`src/rtl/avalon_axi_lite_master_if.sv`:
```
// ---------------------------------------------------------------------------
// avalon_axi_lite_master_if
// Bundles the Avalon-MM slave-side signals and the AXI4-Lite master-side
// channels of the Avalon-to-AXI-Lite bridge.
//   master modport : bridge view (takes Avalon requests, drives AXI requests)
//   slave  modport : environment view (Avalon host plus AXI interconnect)
// Avalon : iAvsAddress/Byteenable/Read/Write/Writedata in,
//          oAvsReaddata/Waitrequest/Response, oErrSticky out
// AXI    : AW, W, B, AR, R channels of AXI4-Lite
// ---------------------------------------------------------------------------
interface avalon_axi_lite_master_if #(
   parameter int C_M_AXI_ADDR_WIDTH = 32,
   parameter int C_M_AXI_DATA_WIDTH = 32
);
   // Avalon-MM side
   logic [31:0]                     iAvsAddress;
   logic [3:0]                      iAvsByteenable;
   logic                            iAvsRead;
   logic                            iAvsWrite;
   logic [31:0]                     iAvsWritedata;
   logic [31:0]                     oAvsReaddata;
   logic                            oAvsWaitrequest;
   logic [1:0]                      oAvsResponse;
   logic                            oErrSticky;
   // AXI4-Lite write address / data / response
   logic [C_M_AXI_ADDR_WIDTH-1:0]   M_AXI_AWADDR;
   logic [2:0]                      M_AXI_AWPROT;
   logic                            M_AXI_AWVALID;
   logic                            M_AXI_AWREADY;
   logic [C_M_AXI_DATA_WIDTH-1:0]   M_AXI_WDATA;
   logic [C_M_AXI_DATA_WIDTH/8-1:0] M_AXI_WSTRB;
   logic                            M_AXI_WVALID;
   logic                            M_AXI_WREADY;
   logic [1:0]                      M_AXI_BRESP;
   logic                            M_AXI_BVALID;
   logic                            M_AXI_BREADY;
   // AXI4-Lite read address / data
   logic [C_M_AXI_ADDR_WIDTH-1:0]   M_AXI_ARADDR;
   logic [2:0]                      M_AXI_ARPROT;
   logic                            M_AXI_ARVALID;
   logic                            M_AXI_ARREADY;
   logic [C_M_AXI_DATA_WIDTH-1:0]   M_AXI_RDATA;
   logic [1:0]                      M_AXI_RRESP;
   logic                            M_AXI_RVALID;
   logic                            M_AXI_RREADY;

   modport master (
      input  iAvsAddress, iAvsByteenable, iAvsRead, iAvsWrite, iAvsWritedata,
      output oAvsReaddata, oAvsWaitrequest, oAvsResponse, oErrSticky,
      output M_AXI_AWADDR, M_AXI_AWPROT, M_AXI_AWVALID,
      input  M_AXI_AWREADY,
      output M_AXI_WDATA, M_AXI_WSTRB, M_AXI_WVALID,
      input  M_AXI_WREADY,
      input  M_AXI_BRESP, M_AXI_BVALID,
      output M_AXI_BREADY,
      output M_AXI_ARADDR, M_AXI_ARPROT, M_AXI_ARVALID,
      input  M_AXI_ARREADY,
      input  M_AXI_RDATA, M_AXI_RRESP, M_AXI_RVALID,
      output M_AXI_RREADY
   );

   modport slave (
      output iAvsAddress, iAvsByteenable, iAvsRead, iAvsWrite, iAvsWritedata,
      input  oAvsReaddata, oAvsWaitrequest, oAvsResponse, oErrSticky,
      input  M_AXI_AWADDR, M_AXI_AWPROT, M_AXI_AWVALID,
      output M_AXI_AWREADY,
      input  M_AXI_WDATA, M_AXI_WSTRB, M_AXI_WVALID,
      output M_AXI_WREADY,
      output M_AXI_BRESP, M_AXI_BVALID,
      input  M_AXI_BREADY,
      input  M_AXI_ARADDR, M_AXI_ARPROT, M_AXI_ARVALID,
      output M_AXI_ARREADY,
      output M_AXI_RDATA, M_AXI_RRESP, M_AXI_RVALID,
      input  M_AXI_RREADY
   );
endinterface

```
`src/rtl/avalon_axi_lite_master.sv`:
```
// ---------------------------------------------------------------------------
// avalon_axi_lite_master
// Bridges single 32-bit Avalon-MM read/write requests (waitrequest flow
// control) onto AXI4-Lite, one transaction outstanding at a time.
// Ports:
//   ACLK    : clock, rising edge
//   ARESETN : synchronous active-low reset
//   bus     : avalon_axi_lite_master_if.master (Avalon slave + AXI master)
// Every output comes straight from a flop; no input reaches an output
// combinationally.
// ---------------------------------------------------------------------------
module avalon_axi_lite_master #(
   parameter int C_M_AXI_ADDR_WIDTH = 32,
   parameter int C_M_AXI_DATA_WIDTH = 32
) (
   input  logic                      ACLK,
   input  logic                      ARESETN,
   avalon_axi_lite_master_if.master  bus
);
   localparam int AW = C_M_AXI_ADDR_WIDTH;
   localparam int DW = C_M_AXI_DATA_WIDTH;

   typedef enum logic [2:0] {IDLE, WR_REQ, WR_RESP, RD_REQ, RD_RESP, DONE} state_t;

   state_t          state_q, state_d;
   logic            awvalid_q, awvalid_d;
   logic            wvalid_q, wvalid_d;
   logic            bready_q, bready_d;
   logic            arvalid_q, arvalid_d;
   logic            rready_q, rready_d;
   logic [AW-1:0]   awaddr_q, awaddr_d;
   logic [AW-1:0]   araddr_q, araddr_d;
   logic [DW-1:0]   wdata_q, wdata_d;
   logic [DW/8-1:0] wstrb_q, wstrb_d;
   logic [DW-1:0]   readdata_q, readdata_d;
   logic [1:0]      resp_q, resp_d;
   logic            waitreq_q, waitreq_d;
   logic            err_q, err_d;

   // Word-align the Avalon byte address, then truncate or zero-extend it.
   function automatic logic [AW-1:0] axi_addr(input logic [31:0] a);
      logic [31:0]   m;
      logic [AW-1:0] r;
      m = {a[31:2], 2'b00};
      for (int i = 0; i < AW; i++) r[i] = (i < 32) ? m[i] : 1'b0;
      return r;
   endfunction

   always_comb begin
      state_d    = state_q;
      awvalid_d  = awvalid_q;
      wvalid_d   = wvalid_q;
      bready_d   = bready_q;
      arvalid_d  = arvalid_q;
      rready_d   = rready_q;
      awaddr_d   = awaddr_q;
      araddr_d   = araddr_q;
      wdata_d    = wdata_q;
      wstrb_d    = wstrb_q;
      readdata_d = readdata_q;
      resp_d     = resp_q;
      waitreq_d  = waitreq_q;
      err_d      = err_q;
      case (state_q)
         IDLE: begin
            // Write has priority; a concurrent read is picked up later only
            // if the host is still presenting it.
            if (bus.iAvsWrite) begin
               awaddr_d  = axi_addr(bus.iAvsAddress);
               wdata_d   = bus.iAvsWritedata;
               wstrb_d   = bus.iAvsByteenable;
               awvalid_d = 1'b1;
               wvalid_d  = 1'b1;
               state_d   = WR_REQ;
            end else if (bus.iAvsRead) begin
               araddr_d  = axi_addr(bus.iAvsAddress);
               arvalid_d = 1'b1;
               state_d   = RD_REQ;
            end
         end
         WR_REQ: begin
            // AW and W complete independently; a dropped VALID stays low.
            awvalid_d = awvalid_q & ~bus.M_AXI_AWREADY;
            wvalid_d  = wvalid_q & ~bus.M_AXI_WREADY;
            if (!awvalid_d && !wvalid_d) begin
               bready_d = 1'b1;
               state_d  = WR_RESP;
            end
         end
         WR_RESP: begin
            if (bus.M_AXI_BVALID) begin
               bready_d  = 1'b0;
               resp_d    = bus.M_AXI_BRESP;
               err_d     = err_q | (bus.M_AXI_BRESP != 2'b00);
               waitreq_d = 1'b0;
               state_d   = DONE;
            end
         end
         RD_REQ: begin
            if (bus.M_AXI_ARREADY) begin
               arvalid_d = 1'b0;
               rready_d  = 1'b1;
               state_d   = RD_RESP;
            end
         end
         RD_RESP: begin
            if (bus.M_AXI_RVALID) begin
               rready_d   = 1'b0;
               readdata_d = bus.M_AXI_RDATA;
               resp_d     = bus.M_AXI_RRESP;
               err_d      = err_q | (bus.M_AXI_RRESP != 2'b00);
               waitreq_d  = 1'b0;
               state_d    = DONE;
            end
         end
         DONE: begin
            waitreq_d = 1'b1;
            state_d   = IDLE;
         end
         default: state_d = IDLE;
      endcase
   end

   always_ff @(posedge ACLK) begin
      if (!ARESETN) begin
         state_q    <= IDLE;
         awvalid_q  <= 1'b0;
         wvalid_q   <= 1'b0;
         bready_q   <= 1'b0;
         arvalid_q  <= 1'b0;
         rready_q   <= 1'b0;
         awaddr_q   <= '0;
         araddr_q   <= '0;
         wdata_q    <= '0;
         wstrb_q    <= '0;
         readdata_q <= '0;
         resp_q     <= 2'b00;
         waitreq_q  <= 1'b1;
         err_q      <= 1'b0;
      end else begin
         state_q    <= state_d;
         awvalid_q  <= awvalid_d;
         wvalid_q   <= wvalid_d;
         bready_q   <= bready_d;
         arvalid_q  <= arvalid_d;
         rready_q   <= rready_d;
         awaddr_q   <= awaddr_d;
         araddr_q   <= araddr_d;
         wdata_q    <= wdata_d;
         wstrb_q    <= wstrb_d;
         readdata_q <= readdata_d;
         resp_q     <= resp_d;
         waitreq_q  <= waitreq_d;
         err_q      <= err_d;
      end
   end

   assign bus.oAvsReaddata    = readdata_q;
   assign bus.oAvsWaitrequest = waitreq_q;
   assign bus.oAvsResponse    = resp_q;
   assign bus.oErrSticky      = err_q;
   assign bus.M_AXI_AWADDR    = awaddr_q;
   assign bus.M_AXI_AWPROT    = 3'b000;
   assign bus.M_AXI_AWVALID   = awvalid_q;
   assign bus.M_AXI_WDATA     = wdata_q;
   assign bus.M_AXI_WSTRB     = wstrb_q;
   assign bus.M_AXI_WVALID    = wvalid_q;
   assign bus.M_AXI_BREADY    = bready_q;
   assign bus.M_AXI_ARADDR    = araddr_q;
   assign bus.M_AXI_ARPROT    = 3'b000;
   assign bus.M_AXI_ARVALID   = arvalid_q;
   assign bus.M_AXI_RREADY    = rready_q;
endmodule
```
`src/flat_wrapper.sv`:
```
// flat-port wrapper written by rule: the top's interface ports become plain ports
module avalon_axi_lite_master_flat 
#(
   parameter int C_M_AXI_ADDR_WIDTH = 32,
   parameter int C_M_AXI_DATA_WIDTH = 32
)
  (ACLK, ARESETN, bus_iAvsAddress, bus_iAvsByteenable, bus_iAvsRead, bus_iAvsWrite, bus_iAvsWritedata, bus_oAvsReaddata, bus_oAvsWaitrequest, bus_oAvsResponse, bus_oErrSticky, bus_M_AXI_AWADDR, bus_M_AXI_AWPROT, bus_M_AXI_AWVALID, bus_M_AXI_AWREADY, bus_M_AXI_WDATA, bus_M_AXI_WSTRB, bus_M_AXI_WVALID, bus_M_AXI_WREADY, bus_M_AXI_BRESP, bus_M_AXI_BVALID, bus_M_AXI_BREADY, bus_M_AXI_ARADDR, bus_M_AXI_ARPROT, bus_M_AXI_ARVALID, bus_M_AXI_ARREADY, bus_M_AXI_RDATA, bus_M_AXI_RRESP, bus_M_AXI_RVALID, bus_M_AXI_RREADY);
  avalon_axi_lite_master_if #(.C_M_AXI_ADDR_WIDTH(C_M_AXI_ADDR_WIDTH), .C_M_AXI_DATA_WIDTH(C_M_AXI_DATA_WIDTH)) bus_i ();
  input  logic ACLK;
  input  logic ARESETN;
  input wire logic [$bits(bus_i.iAvsAddress)-1:0] bus_iAvsAddress;
  input wire logic [$bits(bus_i.iAvsByteenable)-1:0] bus_iAvsByteenable;
  input wire logic [$bits(bus_i.iAvsRead)-1:0] bus_iAvsRead;
  input wire logic [$bits(bus_i.iAvsWrite)-1:0] bus_iAvsWrite;
  input wire logic [$bits(bus_i.iAvsWritedata)-1:0] bus_iAvsWritedata;
  output wire logic [$bits(bus_i.oAvsReaddata)-1:0] bus_oAvsReaddata;
  output wire logic [$bits(bus_i.oAvsWaitrequest)-1:0] bus_oAvsWaitrequest;
  output wire logic [$bits(bus_i.oAvsResponse)-1:0] bus_oAvsResponse;
  output wire logic [$bits(bus_i.oErrSticky)-1:0] bus_oErrSticky;
  output wire logic [$bits(bus_i.M_AXI_AWADDR)-1:0] bus_M_AXI_AWADDR;
  output wire logic [$bits(bus_i.M_AXI_AWPROT)-1:0] bus_M_AXI_AWPROT;
  output wire logic [$bits(bus_i.M_AXI_AWVALID)-1:0] bus_M_AXI_AWVALID;
  input wire logic [$bits(bus_i.M_AXI_AWREADY)-1:0] bus_M_AXI_AWREADY;
  output wire logic [$bits(bus_i.M_AXI_WDATA)-1:0] bus_M_AXI_WDATA;
  output wire logic [$bits(bus_i.M_AXI_WSTRB)-1:0] bus_M_AXI_WSTRB;
  output wire logic [$bits(bus_i.M_AXI_WVALID)-1:0] bus_M_AXI_WVALID;
  input wire logic [$bits(bus_i.M_AXI_WREADY)-1:0] bus_M_AXI_WREADY;
  input wire logic [$bits(bus_i.M_AXI_BRESP)-1:0] bus_M_AXI_BRESP;
  input wire logic [$bits(bus_i.M_AXI_BVALID)-1:0] bus_M_AXI_BVALID;
  output wire logic [$bits(bus_i.M_AXI_BREADY)-1:0] bus_M_AXI_BREADY;
  output wire logic [$bits(bus_i.M_AXI_ARADDR)-1:0] bus_M_AXI_ARADDR;
  output wire logic [$bits(bus_i.M_AXI_ARPROT)-1:0] bus_M_AXI_ARPROT;
  output wire logic [$bits(bus_i.M_AXI_ARVALID)-1:0] bus_M_AXI_ARVALID;
  input wire logic [$bits(bus_i.M_AXI_ARREADY)-1:0] bus_M_AXI_ARREADY;
  input wire logic [$bits(bus_i.M_AXI_RDATA)-1:0] bus_M_AXI_RDATA;
  input wire logic [$bits(bus_i.M_AXI_RRESP)-1:0] bus_M_AXI_RRESP;
  input wire logic [$bits(bus_i.M_AXI_RVALID)-1:0] bus_M_AXI_RVALID;
  output wire logic [$bits(bus_i.M_AXI_RREADY)-1:0] bus_M_AXI_RREADY;
  assign bus_i.iAvsAddress = bus_iAvsAddress;
  assign bus_i.iAvsByteenable = bus_iAvsByteenable;
  assign bus_i.iAvsRead = bus_iAvsRead;
  assign bus_i.iAvsWrite = bus_iAvsWrite;
  assign bus_i.iAvsWritedata = bus_iAvsWritedata;
  assign bus_oAvsReaddata = bus_i.oAvsReaddata;
  assign bus_oAvsWaitrequest = bus_i.oAvsWaitrequest;
  assign bus_oAvsResponse = bus_i.oAvsResponse;
  assign bus_oErrSticky = bus_i.oErrSticky;
  assign bus_M_AXI_AWADDR = bus_i.M_AXI_AWADDR;
  assign bus_M_AXI_AWPROT = bus_i.M_AXI_AWPROT;
  assign bus_M_AXI_AWVALID = bus_i.M_AXI_AWVALID;
  assign bus_i.M_AXI_AWREADY = bus_M_AXI_AWREADY;
  assign bus_M_AXI_WDATA = bus_i.M_AXI_WDATA;
  assign bus_M_AXI_WSTRB = bus_i.M_AXI_WSTRB;
  assign bus_M_AXI_WVALID = bus_i.M_AXI_WVALID;
  assign bus_i.M_AXI_WREADY = bus_M_AXI_WREADY;
  assign bus_i.M_AXI_BRESP = bus_M_AXI_BRESP;
  assign bus_i.M_AXI_BVALID = bus_M_AXI_BVALID;
  assign bus_M_AXI_BREADY = bus_i.M_AXI_BREADY;
  assign bus_M_AXI_ARADDR = bus_i.M_AXI_ARADDR;
  assign bus_M_AXI_ARPROT = bus_i.M_AXI_ARPROT;
  assign bus_M_AXI_ARVALID = bus_i.M_AXI_ARVALID;
  assign bus_i.M_AXI_ARREADY = bus_M_AXI_ARREADY;
  assign bus_i.M_AXI_RDATA = bus_M_AXI_RDATA;
  assign bus_i.M_AXI_RRESP = bus_M_AXI_RRESP;
  assign bus_i.M_AXI_RVALID = bus_M_AXI_RVALID;
  assign bus_M_AXI_RREADY = bus_i.M_AXI_RREADY;
  avalon_axi_lite_master #(.C_M_AXI_ADDR_WIDTH(C_M_AXI_ADDR_WIDTH), .C_M_AXI_DATA_WIDTH(C_M_AXI_DATA_WIDTH)) u_core (.ACLK(ACLK), .ARESETN(ARESETN), .bus(bus_i));
endmodule
```
`config.mk`:
```
export PLATFORM = sky130hd
export DESIGN_NAME = avalon_axi_lite_master_flat
export DESIGN_NICKNAME = d
export VERILOG_FILES = /design/src/rtl/avalon_axi_lite_master_if.sv /design/src/rtl/avalon_axi_lite_master.sv /design/src/flat_wrapper.sv
export SDC_FILE = /design/constraint.sdc
export NUM_CORES = 1
export LEC_CHECK = 0
export CORE_MARGIN = 2
export CORE_UTILIZATION = 37
export CTS_CLUSTER_SIZE = 14
export DETAILED_ROUTE_END_ITERATION = 8
export PLACE_DENSITY = 0.76
export SLEW_MARGIN = 20
export SYNTH_ARGS = -nofsm -noshare
export SYNTH_HDL_FRONTEND = slang
export SYNTH_SLANG_ARGS = --single-unit
```
`constraint.sdc`:
```
create_clock -name ACLK -period 1.8 [get_ports ACLK]
set_clock_uncertainty 0.2 [all_clocks]
set_input_delay 0.45 -clock ACLK [delete_from_list [all_inputs] [get_ports ACLK]]
set_output_delay 0.45 -clock ACLK [all_outputs]
set_load 0.02 [all_outputs]
```
==> results of run 1 <==
[flip-flops by register name, indices dropped and copies added (netlist names), 2 cells and up]
register                 flops
u_core.bus.M_AXI_AWADDR     30
u_core.bus.M_AXI_ARADDR     30
u_core.bus.oAvsResponse      2
u_core.bus.M_AXI_WDATA      32
u_core.bus.oAvsReaddata     32
u_core.state_q               3
u_core.bus.M_AXI_WSTRB       4
[layer usage]
layer  track usage [%]  up-vias  part of all wire (%)
met5                 0        -                     0
met3              7.90       18                   7.7
met1              22.1     2388                    42
li1                  -     2593                     -
met2              32.5      180                    48
met4              6.72        0                   1.5
[layout by cell type, fill, tap and decap left out, types with 4 or more instances in the layout]
cell             synthesis  routed
clkinvlp_4               0       4
buf_12                   0      10
clkdlybuf4s15_1          0      13
a21boi_1                76      79
conb_1                   1      10
nor2_1                   6       6
dlygate4sd2_1            0     122
nor2b_1                  5       5
clkbuf_16                0      21
buf_4                   21      19
nand2_1                268     267
o21ai_0                  6       6
a21oi_1                  4       4
clkdlybuf4s50_1          0     109
dfxtp_1                140     137
a21boi_0                53      50
[worst paths after layout]
check,cells past startpoint,from,to
max reg2reg,7,u_core.state_q[2]$_SDFFE_PN0P_,u_core.bus.M_AXI_WSTRB[3]$_SDFFE_PN0P_
min reg2reg,2,u_core.bus.M_AXI_AWADDR[18]$_SDFFE_PN0P_,u_core.bus.M_AXI_AWADDR[18]$_SDFFE_PN0P_
max,1,u_core.bus.oAvsReaddata[4]$_SDFFE_PN0P_,bus_oAvsReaddata[4]
min,2,u_core.bus.M_AXI_AWADDR[18]$_SDFFE_PN0P_,u_core.bus.M_AXI_AWADDR[18]$_SDFFE_PN0P_
[cells by family (layout without fill, tap and decap cells)]
kind of cell / after synthesis / in the layout / synth area share [%]
and+or+nand+nor: 296 / 296 / 22.0
AOI/OAI and AO/OA: 150 / 150 / 20.3
DFF: 140 / 140 / 51.0
buffers and inverters: 58 / 316 / 6.10
muxes: 3 / 3 / 0.569
other: 1 / 10 / 0.0682
[per-stage QoR]
step / TNS [ps] / total power [W]
after global routing: -1130 / 0.0122
final: 0 / 0.0115
after floorplan: 0 / 0.00627
after detailed placement: -40380 / 0.00820
after global placement: -37910 / 0.00815
after CTS: 0 / 0.0113
[report_power, final]
| group | total, W | switching, W | internal, W |
|---|---|---|---|
| registers | 0.00398 | 0.000305 | 0.00367 |
| logic | 0.00412 | 0.00228 | 0.00184 |
| clock network | 0.00345 | 0.00137 | 0.00208 |
[layout make-up]
class	count	share of cell area [%]
Clock buffer	19	5.01
Clock inverter	13	1.58
Inverter	1	0.0424
Multi-Input combinational cell	459	27.3
Sequential cell	140	31.7
Tap cell	184	2.60
Timing Repair Buffer	283	31.7
[what timing repair did]
action	4_1_cts	5_1_grt
pin swaps	0	1
buffers inserted	0	1
setup endpoints to repair	138	116
resized for setup	139	29
gates cloned	0	5
hold buffers	0	0
==> summary.md, run 1 <==
| Metric | Value |
|---|---|
| R2R setup slack | approximately 50 ps |
| Slowest CP cell | dlygate4sd2_1 |
| Synth area leaders | dfxtp_1 51%, nand2_1 18%, a21boi_1 10% |
| Leakage | 3.85 nW |
| Final net count | approximately 1000 |
| Area Growth Syn to Fin | 60.8% |
| Sequential area share after synthesis | 51.0% |
| H-tree levels | 4 |
| Placed cell areas | roughly 0.0083 mm^2 |
| RePlAce Congestion | approximately 0.82 |
| Hold WC Path Type | flip-flop to flip-flop |
| DRT Pass-1 Iters | 4 |
| Worst slack, placed | -414 ps |
| Final core utilization | between 60% and 70% |
| Number of synthesized register bits | 140 |
| I/O pins | 260 |
| CTS Buf Count | 17 |
| DR vias/cell | between 4 and 5 |
| Share of the synthesized area in the top cell type | 51.0% |
| Total track usage | between 10% and 20% |
| Worst VDD drop | ~0.67 mV |
| DRT iter0 DRCs | 274 |
| Clock buffer depth | 2 |
| Routed Antenna Nets | 0 |
| Clk_lat worst skew | between 400 and 500 ps |
| Mapped cell area | between 0.005 and 0.006 mm^2 |
| DP Cell Count | 1061 |
| Row count | 44 |
| Core area | about 0.015 mm^2 |
| Share of cells above drive strength 1 | 8.96% |
| Status | finished, final reports clean |
| Final instance area | between 0.008 and 0.009 mm^2 |
| Setup violators final | 0 |
| Starting Density | between 30% and 40% |
| Count leader, synth | nand2_1 |
| Detailed Route WL | ~16000 um |
| Synth cell count leaders | 268 x nand2_1, 140 x dfxtp_1, 76 x a21boi_1 |
| Max frequency | between 0.5 and 0.6 GHz |
| Yosys cell types | 37 |
| Die ar. | roughly 0.016 mm^2 |
| WS Path Type | flip-flop to output port |
| Crit path required time | about 1200 ps |
| GRT overflow | 0 |
| CTS clk-pin slew, worst paths | 60 ps |
| Initial antenna violation count | 0 |
| Via count | between 5000 and 6000 |
| Crit-path cells | dlygate4sd2_1 |
| Startpoint Class | flip-flop |
| CTS tree | built |
| Synth Flop Type | dfxtp_1 |
| Hold Violations, Final | 0 |
| Port Buffer Count | 247 |
| CP bufs+invs | 1 |
| Largest net degree at the start of global routing | between 50 and 60 |
| Final Critical Period | ~1800 ps |
| CP top delay family | buffers and inverters |
| Drt drc | 0 |
| Finished Layout Cells | between 1000 and 1500 |
| Max-slew violations | 0 |
| Syn Area/Cell | roughly 8.5 um^2 |
| Die Span X | between 100 and 150 um |
| Root Driver | clkbuf_16 |
| EDFF count, synth | 0 |
| Pwr/cell area | ~1300 mW/mm^2 |
| WL per Instance | 14.7 um |
| HPWL after DPL | ~11000 um |
| Clock sinks | between 100 and 150 |
| Synth warn | 0 |
| Async SR Flop Fraction | 0% |
| Die Ht | roughly 130 um |
| Worst setup EP type | output port |
| Max-Cap Viols | 0 |
| CP peak stage delay | roughly 360 ps |
| Final setup margin | ~35 ps |
| Leading area contributor after synthesis | dfxtp_1 |
| Multi-input logic area | approximately 0.0024 mm^2 |
| Fillers | ~1300 |
| Antenna Cells | 0 |
| Hold Slack | between 200 and 250 ps |
| Vias in the first global route | roughly 5000 |
| Crit path max fanout | 2 |
| Synthesized instance count | 648 |
| Global-route wire length before repair | 24700 um |
| CP arrival | ~1100 ps |
| Sequential cell area | between 0.002 and 0.003 mm^2 |
| Tcrit/Tclk final | between 90% and 100% |
(Power assumes the default switching activity.)
==> run 2, diff against run 1 <==
==> constraint.sdc (replaced) <==
create_clock -name ACLK -period 1.8 [get_ports ACLK]
set_clock_uncertainty 0.2 [all_clocks]
set_input_delay 0.27 -clock ACLK [delete_from_list [all_inputs] [get_ports ACLK]]
set_output_delay 0.27 -clock ACLK [all_outputs]
set_load 0.02 [all_outputs]
==> summary.md, run 2 (synthesized netlist as in run 1, its figures left out) <==
| Metric | Value |
|---|---|
| Share of cells above drive strength 1 | 8.24% (was 8.96%) |
| Pwr/cell area | 1330 mW/mm^2 (was 1300 mW/mm^2) |
| Drt drc | 0 (unchanged) |
| Antenna Cells | 0 (unchanged) |
| Root Driver | clkbuf_16 (unchanged) |
| RSZ-0062 raised after global routing | yes |
| Most frequent cells in the layout | 268 x nand2_1, 138 x dfxtp_1, 137 x dlygate4sd2_1 (was 267 x nand2_1, 137 x dfxtp_1, 122 x dlygate4sd2_1) |
| Setup violators final | 0 (unchanged) |
| WL per Instance | 14.5 um (was 14.7 um) |
| WS Path Type | flip-flop to flip-flop (was flip-flop to output port) |
| Tcrit/Tclk final | 97.8% (was 98.1%) |
| CP peak stage delay | 460 ps (was 360 ps) |
| Crit path required time | 1890 ps (was 1150 ps) |
| Max frequency | 0.568 GHz (was 0.567 GHz) |
| M1 wire length | 6740 um (was 6850 um) |
| DRT iter0 DRCs | 255 (was 274) |
| Die Ht | 126 um (unchanged) |
| Clock sinks | 140 (unchanged) |
| Worst slack, placed | -307 ps (was -414 ps) |
| Die ar. | 0.0159 mm^2 (unchanged) |
| Total track usage | 19.4% (was 19.3%) |
| Placed cell areas | 0.00821 mm^2 (was 0.00825 mm^2) |
| CTS clk-pin slew, worst paths | 60 ps (about the same) |
| H-tree levels | 4 (unchanged) |
| Finished Layout Cells | 1094 (was 1099) |
| Slowest CP cell | or3_2 (was dlygate4sd2_1) |
| Initial antenna violation count | 0 (unchanged) |
| Final instance area | 0.00880 mm^2 (was 0.00885 mm^2) |
| Clock buffer depth | 2 (unchanged) |
| Port Buffer Count | 247 (unchanged) |
| Routed Antenna Nets | 0 (unchanged) |
| Final Critical Period | 1760 ps (about the same) |
| I/O pins | 260 (unchanged) |
| Hold Slack | 91.9 ps (was 247 ps) |
| Wire length on met3 | 1290 um (was 1250 um) |
| Die Span X | 126 um (unchanged) |
| Max-slew violations | 0 (unchanged) |
| Global-route wire length before repair | 24500 um (was 24700 um) |
| Worst setup EP type | flip-flop (was output port) |
| Crit path max fanout | 50 (was 2) |
| Row count | 44 (unchanged) |
| Core area | 0.0145 mm^2 (unchanged) |
| Largest net degree at the start of global routing | 54 (was 53) |
| RePlAce Congestion | 0.841 (was 0.824) |
| Power Total | 0.0117 W (was 0.0115 W) |
| Hold WC Path Type | input port to flip-flop (was flip-flop to flip-flop) |
| Area Growth Syn to Fin | 60.0% (was 60.8%) |
| Starting Density | 37.8% (unchanged) |
| Leakage | 3.90 nW (was 3.85 nW) |
| GRT overflow | 0 (unchanged) |
| Met2 wire length | 7410 um (was 7840 um) |
| Leading cell type in the layout, fill and taps excluded | nand2_1 (unchanged) |
| HPWL after DPL | 10800 um (about the same) |
| Clk_lat worst skew | 410 ps (about the same) |
| Startpoint Class | flip-flop (unchanged) |
| Hold Violations, Final | 0 (unchanged) |
| Max-Cap Viols | 0 (unchanged) |
| DRT Pass-1 Iters | 4 (unchanged) |
| DP Cell Count | 1057 (was 1061) |
| Final setup margin | 40.1 ps (was 35.1 ps) |
| Final net count | 1010 (was 1015) |
| Top sig layer | met4 (unchanged) |
| CTS tree | built (unchanged) |
| Status | finished, final reports clean (unchanged) |
| Vias in the first global route | 4889 (was 5003) |
| CP arrival | 1850 ps (was 1110 ps) |
| Worst VDD drop | 0.562 mV (was 0.665 mV) |
| CTS Buf Count | 17 (unchanged) |
| Detailed Route WL | 15800 um (was 16200 um) |
| Via count | 5102 (was 5179) |
| Crit-path cells | or2_4 > or3_2 > buf_12 > nand2_1 > a21boi_0 (was dlygate4sd2_1) |
| DR vias/cell | 4.66 (was 4.71) |
==> run 2: cell count changes in the layout (fill, tap and decap cells not counted), moves of 3 or more <==
cell,previous run,this run
dlygate4sd2_1,122,137
a21boi_1,79,90
a21boi_0,50,37
bufinv_16,2,5
clkdlybuf4s15_1,13,0
==> run 2: repair_timing <==
action | CTS | global route
setup endpoints to repair | 137 | 67
pin swaps | 0 | 1
hold buffers | 0 | 0
gates resized for setup | 137 | 29
cloned | 0 | 3
hold endpoints to repair | 0 | 0
setup buffers | 0 | 2
==> run 2: metrics by stage <==
| step | setup TNS (ps) | utilization [%] |
|---|---|---|
| after floorplan | 0 | - |
| after global placement | -21610 | 56.5 |
| after detailed placement | -24140 | 56.5 |
| after CTS | 0 | 59.8 |
| after global routing | -193 | 60.6 |
| final | 0 | 60.6 |
==> run 2: power breakdown <==
part	internal, W	total, W	switching, W
sequential	0.00367	0.00396	0.000292
combinational	0.00169	0.00393	0.00223
clock	0.00253	0.00385	0.00131
==> run 2: path summary, 6_finish.rpt <==
kind                                                             start                                 endpoint  slack (ps)  cells past startpoint
worst max register to register          u_core.state_q[2]$_SDFFE_PN0P_   u_core.bus.M_AXI_WDATA[3]$_SDFFE_PN0P_          40                      5
worst min-delay path                                           ARESETN  u_core.bus.M_AXI_WDATA[21]$_SDFFE_PN0P_          90                      2
worst max-delay path                    u_core.state_q[2]$_SDFFE_PN0P_   u_core.bus.M_AXI_WDATA[3]$_SDFFE_PN0P_          40                      5
worst min register to register  u_core.bus.M_AXI_WDATA[6]$_SDFFE_PN0P_   u_core.bus.M_AXI_WDATA[6]$_SDFFE_PN0P_         250                      2
==> run 2: per-layer routing <==
metal	vias up	track usage, %
met4	0	7.37
met1	2294	22.5
met2	198	32.2
li1	2582	-
met5	-	0
met3	28	7.86
==> run 2: worst max-delay path: cells and delay by family (launching register included) <==
family          cells  cell delay, ps
simple gates        3             790
flops               1             340
buf+inv             1             200
compound gates      1              80
==> run 2: area by class of cell <==
cell class | instances | area [um^2]
well taps | 184 | 230
flip-flops and latches | 140 | 2810
multi-input cells | 459 | 2410
repair buffers | 278 | 2700
fillers | 1334 | 5730
clock inverters | 11 | 189
inverters | 1 | 3.75
clock buffers | 21 | 460
